$ cat src/rtl/broadcast_packer.sv
// broadcast_packer: captures the alpha/beta/v share vectors in one cycle and streams them as 32-bit words.
// Define BROADCAST_PACKER_BSWAP_EN to byte-swap every output word for a little-endian absorber.
module broadcast_packer #(
    parameter PARAMETER_SET = "L1",
    parameter int T = (PARAMETER_SET == "L5") ? 4 : 3
) (
    input  logic            i_clk,
    input  logic            i_rst,
    input  logic            i_start,
    input  logic [32*T-1:0] i_alpha,
    input  logic [32*T-1:0] i_beta,
    input  logic [32*T-1:0] i_v,
    output logic            o_busy,
    output logic [31:0]     o_data,
    output logic            o_data_valid,
    input  logic            i_data_ready,
    output logic            o_last,
    output logic            o_done
);

    localparam int N_WORDS = 3 * T;
    localparam int CW      = $clog2(N_WORDS);

    typedef enum logic [1:0] {
        IDLE,
        STREAM,
        DONE
    } state_t;

    state_t           r_state;
    state_t           w_next_state;
    logic [96*T-1:0]  r_capture;
    logic [CW-1:0]    r_count;
    logic [31:0]      w_words [N_WORDS];
    logic [31:0]      w_word;
    logic [31:0]      w_word_out;
    logic             w_last_idx;
    logic             w_xfer;

    // Capture layout {v, beta, alpha} makes word k simply bits [32k+31:32k].
    for (genvar k = 0; k < N_WORDS; k++) begin : g_words
        assign w_words[k] = r_capture[32*k +: 32];
    end

    assign w_word     = w_words[r_count];
    assign w_last_idx = (r_count == CW'(N_WORDS - 1));
    assign w_xfer     = (r_state == STREAM) && i_data_ready;

`ifdef BROADCAST_PACKER_BSWAP_EN
    assign w_word_out = {w_word[7:0], w_word[15:8], w_word[23:16], w_word[31:24]};
`else
    assign w_word_out = w_word;
`endif

    always_ff @(posedge i_clk) begin
        if (i_rst) begin
            r_state   <= IDLE;
            r_count   <= '0;
            r_capture <= '0;
        end else begin
            r_state <= w_next_state;
            if (r_state == IDLE && i_start) begin
                r_capture <= {i_v, i_beta, i_alpha};
                r_count   <= '0;
            end else if (w_xfer && !w_last_idx) begin
                r_count <= r_count + 1'b1;
            end
        end
    end

    always_comb begin
        w_next_state = r_state;
        o_busy       = 1'b0;
        o_data_valid = 1'b0;
        o_last       = 1'b0;
        o_done       = 1'b0;
        o_data       = 32'h0;
        case (r_state)
            IDLE: begin
                if (i_start) w_next_state = STREAM;
            end
            STREAM: begin
                o_busy       = 1'b1;
                o_data_valid = 1'b1;
                o_data       = w_word_out;
                o_last       = w_last_idx;
                if (w_xfer && w_last_idx) w_next_state = DONE;
            end
            DONE: begin
                o_busy       = 1'b1;
                o_done       = 1'b1;
                w_next_state = IDLE;
            end
            default: w_next_state = IDLE;
        endcase
    end

endmodule
$ cat config.mk
export PLATFORM = sky130hd
export DESIGN_NAME = broadcast_packer
export DESIGN_NICKNAME = d
export VERILOG_FILES = /design/src/rtl/broadcast_packer.sv
export SDC_FILE = /design/constraint.sdc
export NUM_CORES = 1
export LEC_CHECK = 0
export CAP_MARGIN = 15
export CELL_PAD_IN_SITES_DETAIL_PLACEMENT = 1
export CELL_PAD_IN_SITES_GLOBAL_PLACEMENT = 2
export CORE_AREA = 2 2 213 215
export CTS_BUF_LIST = sky130_fd_sc_hd__clkbuf_8
export DETAILED_ROUTE_END_ITERATION = 6
export DIE_AREA = 0 0 215 217
export HOLD_SLACK_MARGIN = 0.1
export PLACE_DENSITY = 0.87
export REMOVE_ABC_BUFFERS = 1
export SLEW_MARGIN = 20
export SYNTH_ARGS = -nofsm -noshare
export SYNTH_HDL_FRONTEND = slang
export SYNTH_SLANG_ARGS = --single-unit
export TNS_END_PERCENT = 20
$ cat constraint.sdc
create_clock -name i_clk -period 2 [get_ports i_clk]
set_input_delay 0.2 -clock i_clk [delete_from_list [all_inputs] [get_ports i_clk]]
set_output_delay 0.2 -clock i_clk [all_outputs]
set_load 0.01 [all_outputs]
## Word level (Yosys, flattened, before mapping)

Index checks and enable logic that the tools add are counted.

- Bits in registers: 294
- Output and inout bits: 36
- Input port bits: 292
- Word-level logic and storage cells: 31

- Reductions and logical operators: 9
- Add/sub/neg operators: 1
- Bitwise operators: 1
- Eq/ne operators: 5
- Muxes and demuxes: 11
- Order comparisons: 1

Operators by type and width:

| cell | count |
|---|---|
| $bmux 32 s4 | 1 |
| $mux 32 | 3 |
| $ge 5x5->1 const B | 1 |
| $not 4->5 | 1 |
| $add 4x1->4 const B | 1 |
| $eq 4x4->1 const B | 1 |
| $logic_and 1x1->1 | 4 |
| $mux 1 | 4 |
| $mux 2 | 2 |
| $pmux 2 s2 | 1 |
| $reduce_or 2->1 | 2 |
| $eq 2x1->1 const B | 1 |
| $eq 2x2->1 const B | 1 |
| $logic_not 2->1 | 1 |
| $ne 2x1->1 const B | 1 |
| $ne 2x2->1 const B | 1 |
| $reduce_and 2->1 | 1 |
| $logic_not 1->1 | 1 |

## Depth between registers and ports, before layout

- Depth in word-level cells: 5
- Depth in mapped cells: 8
- Depth with buffers taken out: 5

## Least setup slack after synthesis

Ideal clock, no wire load.

- Kind: register -> output
- Start: register r_count[1]
- End: output o_data[10]
- Arrival: 1534 ps
- Path buffers: 3
- Slack: 266 ps
- Required time: 1800 ps
- Stages on the path, launching flop included: 7
- Path through: dfxtp_1 -> buf_6 -> and2_1 -> clkbuf_1 -> buf_2 -> a221o_1 -> a211oi_1

- Cells in the longest elaborated chain, start to end: 5

RTL lines:

| item | line | source |
|---|---|---|
| from (decl) | 33 | `logic [CW-1:0] r_count;` |
| from (signal assigned) | 66 | `r_count <= r_count + 1'b1;` |
| $not 4->5 (not written as such) | 45 | `assign w_word = w_words[r_count];` |
| $bmux 32 s4 | 45 |  |
| $mux 32 (not written as such) (2 in a row) | 45 |  |
| $mux 32 | 78 | `case (r_state)` |
| to (decl) | 14 | `output logic [31:0] o_data,` |

Every way passes these cells. The select of a mux whose other input is x is not followed.

## Worst setup path after layout

- Start: register r_count[2]
- End: output o_data[24]

Same word-level chain as after synthesis.

==> metrics.csv <==
stage,metric,value,unit
outcome,status,finished with violations,
outcome,violations,negative setup slack,
clocking,clock_latency,0.62,ns
setup_path,cp.required,1.80,ns
synthesis,ys_ff_latch,294,
timing,setup_viol,33,
synthesis,synth_flop_cell,dfxtp_1,
timing,rsz0062_at_grt,yes,
worst_hold_path,worstHoldPathType,primary input to register,
drt,wl_per_cell,18.52,um
floorplanning,die_w,215,um
power_and_ir_drop,pwr-share-seq,39.4,%
floorplanning,die_h,217,um
timing,slew_headroom,55.83,%
clocking,cts_tree,done,
power_and_ir_drop,p_switching,0.006258,W
timing,clock.fmax,379.7,MHz
clocking,cts-root-buf,clkbuf_8,
timing,period_share,131.7,%
layout,nFillCells,5214,
clocking,cts.sinks,294,
power_and_ir_drop,switching_share,33.21,%
layout,nets,2370,
flow_run,cap_violations,0,
grt,grt_pass1_vias,14462,
setup_path,endpoint_kind,output pin,
drt,viasPerCell,4.864,
place,portBuffers,327,
power_and_ir_drop,power.density,922.3,nW/um^2
grt,grt_use_total,21.12,%
drt,drt_iter0_drc,629,
grt,antenna_found_initial,7,
setup_path,path_class,register to output pin,
timing,worst_pin_slew,0.6625,ns
setup_path,startpoint_type,register,
layout,drive_gt1_share,14.60,%
synthesis,synth_edf_count,0,
power_and_ir_drop,leakagePower,7.496,nW
drt,drcViolationCount,0,
setup_path,cp.arrival,2.43,ns
synthesis,synth-warning-count,0,
drt,drt-total-wl,50280,um
clocking,htreeDepth,2,
grt,grt_pass1_wl,78810,um
clocking,clkTransAtPathRegs,0.06,ns
floorplanning,initial_core_util,28.49,%
synthesis,avgSynthCellArea,8.136,sq um
power_and_ir_drop,finalPower,0.01885,W
grt,overflow,0,
worst_hold_path,hold_path_depth,3,
place,gp_congestion,0.7794,
layout,utilization,45.72,%
floorplanning,row_count,78,
floorplanning,pin_count,328,
power_and_ir_drop,max-vdd-ir-drop,0.4086,mV
timing,min_period,2.634,ns
clocking,cts_buffers,53,
floorplanning,die_area,46660,sq um
synthesis,netlist_instances,1565,
synthesis,ys_types,26,
timing,slew_violations,0,
timing,fin_skew,0.02507,ns
setup_path,r2r_cells,8,
power_and_ir_drop,combPwrFrac,31.0,%
power_and_ir_drop,p_clk_share,29.7,%
drt,num_vias,13206,
floorplanning,core_area,44700,sq um
timing,finalHoldViolations,0,
timing,fin_ws,-0.6338,ns
synthesis,async_reset_ff_share,0,%
grt,grt_max_degree,91,
synthesis,ys_seq_area_share,46.23,%
power_and_ir_drop,intPower,0.01259,W
clocking,clockBufferDepth,3,
setup_path,cp_max_fo,7,
layout,area.growth.synth_to_final,60.50,%
drt,dr.pass1.iters,5,
drt,drtAntennaViolNets,0,
synthesis,syn_area,12730,sq um
place,place_hpwl,31900,um
## routing by layer
layer / global-route usage (%) / part of all wire [%] / vias up / routed length, um
met1: 26.41 / 43 / 6414 / 21860
met5: 0 / 0.030 / - / 15
li1: - / - / 6343 / -
met3: 3.620 / 4.3 / 109 / 2185
met2: 36.34 / 49 / 338 / 24550
met4: 8.230 / 3.3 / 2 / 1659
## stage by stage
step                worst slack, ns  TNS (ns)  hold WS (ns)  instance area, sq um  std cells
finish                      -0.6338    -16.98        0.1365                 20430       2715
global route                -0.7236    -20.66        0.1199                 20430       2715
CTS                         -0.6631    -20.44        0.1000                 20320       2708
detailed placement          -0.4749    -11.49        0.4472                 17120       2428
global placement            -0.4732    -10.42        0.4384                 17120       2428
floorplan                    -4.260  -1234.98        0.2691                 12100       1428
## what timing repair did
item	4_1_cts	5_1_grt
hold buffers	166	0
pin swaps	43	21
resized for setup	183	40
setup buffers	15	1
hold endpoints to repair	181	0
gates cloned	6	0
setup endpoints to repair	36	36
## cells in the final DEF, fill, tap and decap left out, types with 2 or more instances in the layout
cell / count
nand2_1: 605
a21oi_1: 293
clkdlybuf4s50_1: 290
dfxtp_1: 290
dlygate4sd3_1: 166
mux2i_1: 66
clkbuf_8: 65
a211oi_2: 61
buf_4: 44
buf_12: 42
a221o_1: 32
mux4_2: 32
inv_1: 27
buf_2: 26
diode_2: 6
ha_1: 6
nand2b_1: 5
clkdlybuf4s15_2: 5
nand2_2: 4
clkinv_2: 4
buf_6: 4
a211oi_1: 3
nand3_1: 3
buf_16: 3
dlymetal6s2s_1: 3
dfxtp_2: 3
inv_2: 2
nor2_1: 2
o21ai_0: 2
nand4b_1: 2
bufbuf_16: 2
## synthesized netlist by cell type, types with 2 or more instances
cell,number,area share (%)
buf_6,3,0.27
buf_2,34,1.3
nand4b_1,2,0.14
ha_1,7,0.69
buf_1,5,0.15
clkbuf_1,86,2.5
and2_1,3,0.15
buf_8,3,0.35
inv_1,6,0.18
nor2_1,2,0.059
a221o_1,32,2.5
nand2_1,610,18
o21ai_0,2,0.079
nor2b_1,2,0.098
buf_4,6,0.35
a211oi_1,64,3.8
a21oi_1,293,12
nand2b_1,5,0.25
mux4_2,32,5.7
mux2i_1,67,5.3
dfxtp_1,294,46
nand3_1,3,0.12
## cells by family after synthesis
kind of cell             count (synthesis)  synth area share, %
flip-flops                             294                46.23
buffers and inverters                  143                5.169
adder cells (fa/ha/maj)                  7               0.6879
AND/OR/NAND/NOR                        630                19.04
multiplexers                            99                10.93
AO/OA/AOI/OAI                          392                17.95
## registers in the layout, summed over array words and instances, names as in the netlist
name,cells
r_capture,288
r_count,4
r_state,2
## final timing paths
check	start	to	slack, ns
worst max-delay path	r_count[2]$_SDFFE_PP0P_	o_data[24]	-0.63
worst min-delay path	i_beta[67]	r_capture[163]$_SDFFE_PP0P_	0.14
worst max register to register	r_state[1]$_SDFFE_PP0P_	r_capture[43]$_SDFFE_PP0P_	0.18
worst min register to register	r_capture[66]$_SDFFE_PP0P_	r_capture[66]$_SDFFE_PP0P_	0.45
## power by group through the flow
stage               clock, W  sequential [W]  combinational [W]
floorplan                  0         0.00703            0.00232
global placement           0         0.00744            0.00509
detailed placement         0         0.00750            0.00523
CTS                  0.00578         0.00739            0.00577
global route         0.00601         0.00752            0.00641
finish               0.00560         0.00742            0.00583
## cell type report
type	count	area (sq um)	share of cell area (%)
clock inverter	29	143.9	0.7041
antenna	6	15.01	0.07348
clock buffer	64	880.8	4.311
multi-input combinational	1128	6538	31.99
sequential	294	5893	28.84
timing repair buffer	588	6191	30.30
inverter	6	22.52	0.1102
tap	600	750.7	3.674
## worst max-delay path, cell delays in order (launching register included)
cell and delay, ns:
dfxtp_2 0.34, buf_4 0.16, nor4b_4 0.29, buf_4 0.19
buf_8 0.14, buf_12 0.14, nand2_2 0.06, a211oi_2 0.31
buf_2 0.20
Note: power is estimated with default switching activity, not from simulation.
==> patch: new RTL, same flow settings <==
Reset style: asynchronous (`i_rst`), changed in one clocked block.
--- a/src/rtl/broadcast_packer.sv
+++ b/src/rtl/broadcast_packer.sv
@@ -52,7 +52,7 @@
     assign w_word_out = w_word;
 `endif
 
-    always_ff @(posedge i_clk) begin
+    always_ff @(posedge i_clk or posedge i_rst) begin
         if (i_rst) begin
             r_state   <= IDLE;
             r_count   <= '0;
Behaviour: differs if i_rst is asserted again (counterexample within 4 cycles, from zero or initial values and one cycle with i_rst high); with i_rst held inactive, the same outputs for 4 cycles.
==> patch against the original RTL <==
  * The flow still finishes with violations (negative setup slack)
  * Setup slack got worse by 0.11 ns
  * Die area did not move
  * Via count is 27% lower
  * Synthesized cell count down 41%
  * Critical path type unchanged
  * Critical endpoint is now o_data[14]
  * Fmax down 4.2%
  * Final area is 3.1% lower
  * First-iteration DRC count down 35%
  * Area after synthesis rose by 6.8%
  * Sequential power increased by 47%
  * Wire length fell by 15%
  * Power up 47%
  * Sequential cell count did not move
  * Global-route usage shrank 2.7 points
  * Final cell count decreased by 28%
==> patch: results (changes against the original RTL) <==
status: "complete, but fails checks"
violations: "negative setup slack"
worstMarginPinSlew_ns: 0.461  # -0.202 ns
n_fill_cell: 4609  # -12%
first_global_vias: 11000  # -24%
dp_cells: 1849  # -24%
setup_viol: 33  # unchanged
cts_setup_buffers: 12  # -3
power_leakage_nw: 7.95  # +6.1%
r2r_start: "r_count[0]"
layout-drive-gt1-share: 0.451  # +0.305
min_from: "i_beta[71]"
critPathMaxFanout: 5  # -2
min_to: "r_capture[167]"
place_area_um2: 18300  # +6.7%
critPathArrivalTime_ns: 2.55  # +0.12 ns
place_hpwl_um: 30500  # -4.3%
synth_area_leaders: "dfrtp_1 (54%), mux2_2 (24%), mux4_2 (5.5%), mux2i_1 (4.6%), a211oi_1 (3.0%)"
synth_cell_type_count: 31  # +19%
setup_tns_ns: -20.93  # -3.95 ns
synth_seq_area_share: 0.541  # +0.0787
ir_drop_mv: 0.621  # +52%
cts_inserted_buffers: 54  # +1.9%
hold_slack_ns: 0.187  # +0.0508 ns
antenna_found_initial: 7  # unchanged
r2r_setup_slack_ns: 0.05  # -0.13 ns
skew_ns: 0.0217  # -0.00337 ns
setup_ws_ns: -0.748  # -0.115 ns
worstReg2RegEnd: "r_count[2]"
hold_depth: 2  # -1
avgRoutedWirePerCell_um: 21.9  # +18%
drt_iter0_drc: 411  # -35%
track_usage: 0.184  # -0.0271
synth_common_cells: "dfrtp_1 (294), mux2_2 (290), mux2i_1 (63)"
p_sw_frac: 0.317  # -0.0150
route.vias.total: 9663  # -27%
slowest_delay_ns: 0.56  # +0.22 ns
via_per_inst: 4.93  # +1.3%
ff2ff_path_depth: 7  # -1
grt_pass1_wl_um: 65800  # -17%
layout.nets: 1621  # -32%
place.gp.congestion: 0.761  # -2.3%
grt_max_degree: 48  # -47%
path_delay_family: "buffers and inverters"
avgSynthCellArea_um2: 14.8  # +83%
patch: cell types whose count changed after synthesis, sizes merged, moves of 5 or more:
cell,unedited run,this run
dfxtp,294,0
clkbuf,86,23
dfrtp,0,294
nand2b,5,0
mux2,0,290
a21oi,293,5
nand2,610,32
patch: worst max path at each step:
| stage | depth (start not counted) | start | endpoint | slack (ns) |
|---|---|---|---|---|
| final | 7 | r_count[0] | o_data[14] | -0.75 |
| after global routing | 7 | r_count[0] | o_data[14] | -0.84 |
| after CTS | 7 | r_count[0] | o_data[13] | -0.79 |
| after detailed placement | 6 | r_count[0] | o_data[30] | -0.50 |
| after global placement | 6 | r_count[0] | o_data[21] | -0.45 |
| after floorplan | 1 | i_rst | r_capture[0] | -6.32 |
patch: routing by layer:
layer  wire length, um  part of all wire  global-route usage  vias up
li1                  -                 -                   -     4271
met1             17600              0.41               0.223     5007
met2             21100              0.49               0.313      296
met3              2830             0.066              0.0524       85
met4              1350             0.031              0.0680        4
met5                29           0.00068                   0        -
patch: area by class of cell:
| type | instances | area, um2 | share of cell area |
|---|---|---|---|
| multi-input cells | 543 | 6180 | 0.312 |
| well taps | 600 | 751 | 0.0379 |
| repair buffers | 422 | 4420 | 0.223 |
| inverters | 7 | 33.8 | 0.00171 |
| diodes | 6 | 15.0 | 0.000758 |
| clock buffers | 67 | 922 | 0.0466 |
| clock inverters | 22 | 111 | 0.00562 |
| flip-flops and latches | 294 | 7360 | 0.372 |
patch: power groups by stage:
stage / clock (W) / sequential (W) / combinational, W
6_report: 0.00559 / 0.0109 / 0.0112
5_1_grt: 0.00608 / 0.0113 / 0.0121
4_1_cts: 0.00582 / 0.0108 / 0.0113
3_5_place_dp: 0 / 0.0108 / 0.0108
3_3_place_gp: 0 / 0.0106 / 0.0104
2_1_floorplan: 0 / 0.00971 / 0.00588
patch: worst register-to-register path, delay by kind of cell (launching register included):
family / cells / cell delay (ns)
AOI/OAI and AO/OA: 1 / 0.16
adders and majority gates: 1 / 0.19
buffers and inverters: 3 / 0.36
DFF: 1 / 0.50
and+or+nand+nor: 2 / 0.66
patch: logic make-up (layout without fill, tap and decap cells):
family                     after synthesis  count (layout)  synth area share
AOI/OAI and AO/OA                      103             103            0.0637
and+or+nand+nor                         47              47            0.0172
DFF                                    294             294             0.541
buffers and inverters                   79             518            0.0306
adders and majority gates                7               7           0.00644
other                                    0               6                 0
muxes                                  386             386             0.341
patch: metrics by stage:
stage	power (W)	setup WS (ns)
2_1_floorplan	0.0156	-6.32
5_1_grt	0.0294	-0.844
6_report	0.0277	-0.748
4_1_cts	0.0280	-0.785
3_3_place_gp	0.0211	-0.446
3_5_place_dp	0.0217	-0.496
